$ cat config.mk
export PLATFORM = sky130hd
export DESIGN_NAME = conv_arbiter
export DESIGN_NICKNAME = d
export VERILOG_FILES = /design/src/rtl/conv_arbiter.sv
export SDC_FILE = /design/constraint.sdc
export NUM_CORES = 1
export LEC_CHECK = 0
export CORE_MARGIN = 1.5
export CORE_UTILIZATION = 38
export CTS_CLUSTER_SIZE = 8
export DETAILED_ROUTE_END_ITERATION = 6
export HOLD_SLACK_MARGIN = 0.05
export PLACE_DENSITY = 0.87
export SLEW_MARGIN = 0
export SYNTH_ARGS = -nofsm -noshare
export SYNTH_HDL_FRONTEND = slang
export SYNTH_SLANG_ARGS = --single-unit
$ cat constraint.sdc
create_clock -name clk -period 5.2 [get_ports clk]
set_input_delay 1.04 -clock clk [delete_from_list [all_inputs] [get_ports clk]]
set_output_delay 1.04 -clock clk [all_outputs]
set_load 0.03 [all_outputs]
$ cat src/rtl/conv_arbiter.sv
// conv_arbiter
// Round-robin arbiter sharing one pipelined int-to-float converter among NREQ requesters.
// At most one request is accepted per cycle; its operand is registered onto unit_x and its
// requester ID travels down a valid/id shift register matched to the converter latency, so
// each result leaves tagged with the ID that issued it.
//
// Ports:
//   clk        clock, rising edge
//   rst        asynchronous active-high reset
//   en         grant enable; 0 blocks new grants, in-flight work still drains
//   req_valid  per-requester operand valid
//   req_data   per-requester 32-bit two's-complement operand, requester i in [32*i +: 32]
//   req_ready  one-hot grant
//   unit_x     registered operand to the external converter
//   unit_y     converter result
//   resp_valid result valid this cycle
//   resp_id    requester that issued the returning operation
//   resp_data  converter result (pass-through of unit_y)
//   inflight   accepted operations not yet returned
module conv_arbiter #(
    parameter int unsigned  NREQ = 4,
    parameter int unsigned  LAT  = 3,
    localparam int unsigned IDW  = $clog2(NREQ),
    localparam int unsigned CNTW = $clog2(LAT + 2)
) (
    input  logic                 clk,
    input  logic                 rst,
    input  logic                 en,
    input  logic [NREQ-1:0]      req_valid,
    input  logic [32*NREQ-1:0]   req_data,
    output logic [NREQ-1:0]      req_ready,
    output logic [31:0]          unit_x,
    input  logic [31:0]          unit_y,
    output logic                 resp_valid,
    output logic [IDW-1:0]       resp_id,
    output logic [31:0]          resp_data,
    output logic [CNTW-1:0]      inflight
);

    localparam logic [IDW-1:0] LastId = IDW'(NREQ - 1);

    logic [IDW-1:0]  r_ptr;
    logic [31:0]     r_unit_x;
    logic [LAT:0]    r_vld;
    logic [IDW-1:0]  r_id [LAT+1];
    logic [CNTW-1:0] r_inflight;

    logic            w_found;
    logic            w_accept;
    logic [IDW-1:0]  w_gnt;
    logic [IDW:0]    w_sum;
    logic [IDW-1:0]  w_ptr_nxt;
    logic [CNTW-1:0] w_inflight_nxt;
    logic [31:0]     w_data [NREQ];

    for (genvar i = 0; i < NREQ; i++) begin : g_unpack
        assign w_data[i] = req_data[32*i +: 32];
    end

    // Scan starting at the round-robin pointer; the sum is kept one bit wider so the
    // modulo-NREQ wrap works for non-power-of-two NREQ.
    always_comb begin
        w_found = 1'b0;
        w_gnt   = '0;
        w_sum   = '0;
        for (int unsigned k = 0; k < NREQ; k++) begin
            w_sum = {1'b0, r_ptr} + (IDW+1)'(k);
            if (w_sum >= (IDW+1)'(NREQ)) begin
                w_sum = w_sum - (IDW+1)'(NREQ);
            end
            if (!w_found && req_valid[w_sum[IDW-1:0]]) begin
                w_found = 1'b1;
                w_gnt   = w_sum[IDW-1:0];
            end
        end
    end

    // Gating with rst keeps req_ready low while reset is held.
    assign w_accept  = w_found & en & ~rst;
    assign req_ready = w_accept ? (NREQ'(1) << w_gnt) : '0;
    assign w_ptr_nxt = (w_gnt == LastId) ? '0 : w_gnt + IDW'(1);

    always_comb begin
        w_inflight_nxt = r_inflight;
        unique case ({w_accept, r_vld[LAT]})
            2'b10:   w_inflight_nxt = r_inflight + CNTW'(1);
            2'b01:   w_inflight_nxt = r_inflight - CNTW'(1);
            default: w_inflight_nxt = r_inflight;
        endcase
    end

    always_ff @(posedge clk or posedge rst) begin
        if (rst) begin
            r_ptr      <= '0;
            r_unit_x   <= '0;
            r_vld      <= '0;
            r_inflight <= '0;
            for (int s = 0; s <= LAT; s++) begin
                r_id[s] <= '0;
            end
        end else begin
            if (w_accept) begin
                r_ptr    <= w_ptr_nxt;
                r_unit_x <= w_data[w_gnt];
            end
            r_vld   <= {r_vld[LAT-1:0], w_accept};
            r_id[0] <= w_accept ? w_gnt : '0;
            for (int s = 1; s <= LAT; s++) begin
                r_id[s] <= r_id[s-1];
            end
            r_inflight <= w_inflight_nxt;
        end
    end

    assign unit_x     = r_unit_x;
    assign resp_valid = r_vld[LAT];
    assign resp_id    = r_id[LAT];
    assign resp_data  = unit_y;
    assign inflight   = r_inflight;

endmodule

After elaboration in Yosys (flattened, before gate mapping). Cells that the tools add are included. W data, S select, Z words.

Add/sub/neg operators: 10. Multipliers: 0. Divide/modulo/power cells: 0. Magnitude comparators: 9. Eq/ne operators: 3. Shift operators: 1. Muxes and demuxes: 27. Bitwise logic cells: 4. Reductions and logical operators: 7.

Operators by type and width (count): $bmux W32 S2 (1); $mux W32 (2); $mux W2 (10); $ge A3 B3 Y1 const B (4); $lt A2 B3 Y1 const B (4); $bmux W1 S2 (4); $mux W1 (8); $sub A2 B1 Y2 const B (4); $add A2 B2 Y3 const B (2); $pmux W3 S2 (1); $eq A2 B2 Y1 const B (2); $mux W4 (1); $shl A1 B2 Y4 const A (1); $add A2 B1 Y3 const B (1); $add A3 B1 Y3 const B (1); $ge A2 B3 Y1 const B (1); $logic_and A1 B1 Y1 (3); $logic_not A1 Y1 (3); $not A2 Y3 (1); $sub A3 B1 Y3 const B (1); $add A2 B1 Y2 const B (1); $and A1 B1 Y1 (2); $eq A2 B1 Y1 const B (1); $reduce_bool A2 Y1 (1); $not A1 Y1 (1).

Bits in registers: 49. Bits in latches: 0. Memory bits (writable): 0. ROM bits: 0. Bits of input ports: 167. Output and inout bits: 74. Logic and storage cells: 69. Memories: 0.

Depth between registers and ports, before layout. Gate-level depths: netlist of the first run.

Word-level depth: 18. Gate-level depth with buffers: 10.

Least setup slack after synthesis of the first run. OpenSTA, ideal clock, no wires.

Path kind: in2out. From: input port req_valid[2]. To: output port req_ready[2]. Data arrival time: 2296 ps. Path slack: 1864 ps. Cell stages on the path: 7. Cells stage by stage: nand2b_1 -> a21oi_1 -> nor3_4 -> inv_2 -> buf_6 -> ha_1 -> and2_1.

Cells in the longest elaborated chain, start to end: 15. Elaborated cells on any way between the ends: 26.

Ends and longest elaborated chain: from (decl) (line 29) `input logic [NREQ-1:0] req_valid,`; $bmux W1 S2 (line 71) `if (!w_found && req_valid[w_sum[IDW-1:0]]) begin`; $mux W1 (not written as such) (line 71); $mux W1 (line 71); $logic_not A1 Y1 (line 71); $logic_and A1 B1 Y1 (line 71); $mux W1 (line 71); $logic_not A1 Y1 (line 71); $logic_and A1 B1 Y1 (line 71); $mux W1 (line 71); $logic_not A1 Y1 (line 71); $logic_and A1 B1 Y1 (line 71); $mux W1 (line 71); $and A1 B1 Y1 (2 in a row) (line 79) `assign w_accept = w_found & en & ~rst;`; $mux W4 * (line 80) `assign req_ready = w_accept ? (NREQ'(1) << w_gnt) : '0;`; to (decl) (line 31) `output logic [NREQ-1:0] req_ready,`.

Mark *: on every way between the ends. The rest lies on a longest branch, timed or not. The select of a mux whose other input is x is not followed.

Worst setup path after layout of the first run.
From: input port req_valid[1]. To: output port req_ready[1].

Same word-level chain as after synthesis.

==> results.md, run 1 <==
| Metric | Value |
| --- | --- |
| Placement row count | 34 |
| Setup ws final | 0.765 ns |
| Warnings, synthesis | 0 |
| Proportion of layout cells with a drive suffix above 1 | 13.1% |
| Result of the run | completed |
| Required @ worst endpoint | 4.16 ns |
| Flops & latches, synth | 49 |
| Drt first-iter violations | 218 |
| Total internal power | 1.14 mW |
| Post-synth top area share | 36.6% |
| Nets in the synthesized netlist | 499 |
| Overall track demand over capacity in global routing | 23.1% |
| Met3 wire len | 1110 µm |
| Wire length of the first global-routing pass | 17300 µm |
| Clock tree from TritonCTS | yes |
| Worst-path fanout max | 5 |
| H-tree Lvls | 2 |
| Synth-to-layout area growth | 50.4% |
| Type of the setup path with the least slack | in -> out |
| DRC errors left | 0 |
| Post-placement cell count | 551 |
| Most numerous cell types in the synthesized netlist | dfrtp_1 (49), a21oi_1 (34), buf_4 (34) |
| Met2 layer wire length in the routed design | 5620 µm |
| Element type at the critical path end | output port |
| Pin count of the biggest net entering global routing | 50 |
| Endpoints failing hold | 0 |
| Worst Setup Start Kind | primary input |
| Number of buffers inserted during clock tree synthesis | 5 |
| Final setup TNS | 0 ns |
| Switching power summed over all nets | 737 µW |
| Count of final setup violators | 0 |
| Pin slew with the least headroom to its limit | 1.16 ns |
| Antenna violations before repair | 0 |
| Most frequent cell after synthesis | dfrtp_1 |
| Detailed-placement wirelength estimate | 7890 µm |
| Clk pin slew, worst setup/hold paths | 0.09 ns |
| Post-synthesis cell count | 326 |
| Number of maximum-capacitance violations | 0 |
| Number of clock sinks seen by CTS | 49 |
| Overflow after GRT | 0 |
| Rel. slew slack | 22.7% |
| Cells resized by post-CTS repair | 0 |
| Net total in the final layout | 623 |
| Leakage power total | 2.12 nW |
| Clock root cell | clkbuf_8 |
| Worst skew pair latency | 0.29 ns |
| Number of standard cells in the layout, taps in and fillers out | 559 |
| Placeable core region | 8640 µm² |
| I/O pin cnt | 241 |
| Number of antenna cells inserted | 0 |
| Via-to-Cell Ratio | 5.90 |
| Topmost layer with routed signal wires | met4 |
| Maximum clock frequency | 0.225 GHz |
| Max-slew violation count | 0 |
| Combinational Power Share | 55.1% |
| Starting density of the core | 38.8% |
| Post-synth EDFFs | 0 |
| Highest ir drop seen on vdd | 0.182 mV |
| Number of global-route vias before repair | 3411 |
| Count of nets left with antenna violations after detail routing | 0 |
| Sequential element share of the synthesized area | 36.6% |
| Largest cells by area after synthesis | dfrtp_1 (37%), mux2_4 (12%), a221o_1 (9.5%) |
| Power density over cell area | 372 nW/µm² |
| Setup repair after global routing missed its margin | no |
| Final Cycle Share | 85.3% |
| Weighted congestion at the end of routability-driven global placement | 0.819 |
| Async set-reset flop share out of synthesis | 100% |
| Die extent in x | 97.0 µm |
| Hold Buf Count CTS | 0 |
| Ys flop type | dfrtp_1 |
| Setup repair bufs after CTS | 0 |
| Total of buffers placed on input and output ports | 176 |
| Endpoint arrival time on the critical path | 3.40 ns |
| Vertical die dimension | 97.0 µm |
| Switch share | 39.3% |
| Average cell area after synthesis | 10.3 µm² |
| Maximum clock path buffer count | 2 |
| Clk network pwr share | 14.8% |
| Post-Route WL | 11200 µm |
| Biggest area consumer among synthesized cells | dfrtp_1 |
| Synth cell types | 33 |
| Cell area after technology mapping | 3350 µm² |
| Routed length per instance | 20.1 µm |
| Layout Skew | 0.00291 ns |
| Type of the tightest min-delay check | reg -> reg |
| Total routed wire length on the met1 layer | 4120 µm |
| Area of the die | 9400 µm² |
| Minimum setup slack after placement | 0.769 ns |
| DR pass1 iterations | 4 |
| Via Count | 3299 |
| Time the final worst path needs with I/O delays and setup | 4.44 ns |
| Sequential share of power | 30.2% |
[stage by stage]
| stage | power (mW) | utilization [%] | area (µm²) | hold slack (ns) |
|---|---|---|---|---|
| floorplan | 1.23 | - | 3350 | 0.331 |
| global placement | 1.57 | 57.1 | 4930 | 0.333 |
| detailed placement | 1.60 | 57.1 | 4930 | 0.335 |
| CTS | 1.89 | 58.4 | 5040 | 0.355 |
| global route | 1.97 | 58.4 | 5040 | 0.354 |
| finish | 1.88 | 58.4 | 5040 | 0.355 |
[power by group through the flow]
stage,combinational (mW),sequential (mW),clock (mW)
after floorplan,0.465,0.760,0
after global placement,1.00,0.565,0
after detailed placement,1.03,0.570,0
after CTS,1.04,0.565,0.284
after global routing,1.09,0.581,0.300
final,1.03,0.566,0.277
[cell type report]
cell class                 count  area, µm²
clock buffer                   7       86.3
clock inverter                 1       30.0
fill                         713       3590
inverter                       9       33.8
multi-input combinational    201       1720
sequential                    49       1230
tap                          108        135
timing repair buffer         184       1820
[worst paths after layout]
path	start	endpoint	slack (ns)	depth (start not counted)
setup / recovery	req_valid[1]	req_ready[1]	0.76	9
hold / removal	r_id[5]$_DFF_PP0_	r_id[3]$_DFF_PP0_	0.35	0
setup reg to reg	r_ptr[1]$_DFFE_PP0P_	unit_x[25]$_DFFE_PP0P_	2.81	7
hold reg to reg	r_id[5]$_DFF_PP0_	r_id[3]$_DFF_PP0_	0.35	0
max in group asynchronous	rst	unit_x[1]$_DFFE_PP0P_	3.25	2
min in group asynchronous	rst	unit_x[22]$_DFFE_PP0P_	1.33	2
[worst max-delay path, cell delays in order]
cell             delay [ns]
clkdlybuf4s50_1        0.60
nor2b_1                0.09
a221oi_1               0.34
buf_4                  0.21
nor2_1                 0.09
inv_1                  0.12
ha_1                   0.14
and2_1                 0.11
clkdlybuf4s50_1        0.67
[sequential cells by signal, indices dropped and copies added (netlist names)]
signal,flops
unit_x,32
r_id,6
r_vld,4
inflight,3
r_ptr,2
resp_id,2
[cells by family after synthesis]
group           count (synthesis)  share of synthesized area [%]
mux                            34                           14.4
compound gates                102                           22.6
simple gates                   56                           10.1
xor+xnor                        3                          0.783
fa+ha+maj                       6                           2.46
flops                          49                           36.6
buf+inv                        76                           13.1
[layer usage]
| layer | track usage, % | up-vias |
|---|---|---|
| met5 | 0 | - |
| met4 | 10.4 | 0 |
| met3 | 6.65 | 29 |
| met2 | 41.6 | 217 |
| met1 | 25.1 | 1588 |
| li1 | - | 1465 |
[cell usage in the layout, fill, tap and decap left out, drive strengths merged, types with 2 or more instances in the layout]
master,count
nand2,4
buf,10
a221o,32
a21oi,34
or2,3
nor3,2
xor2,2
and2,4
nor2,6
ha,5
clkbuf,7
clkdlybuf4s50,174
nand2b,3
dfrtp,49
mux2i,2
nand4,32
inv,9
mux2,32
o31ai,32
Power figures use the tool's default switching activity.
==> run 2, diff against run 1 <==
SKIP_CTS_REPAIR_TIMING = 1   (was default)
==> results of run 2 <==
Final layout, timing and power as in run 1 (identical DEF).
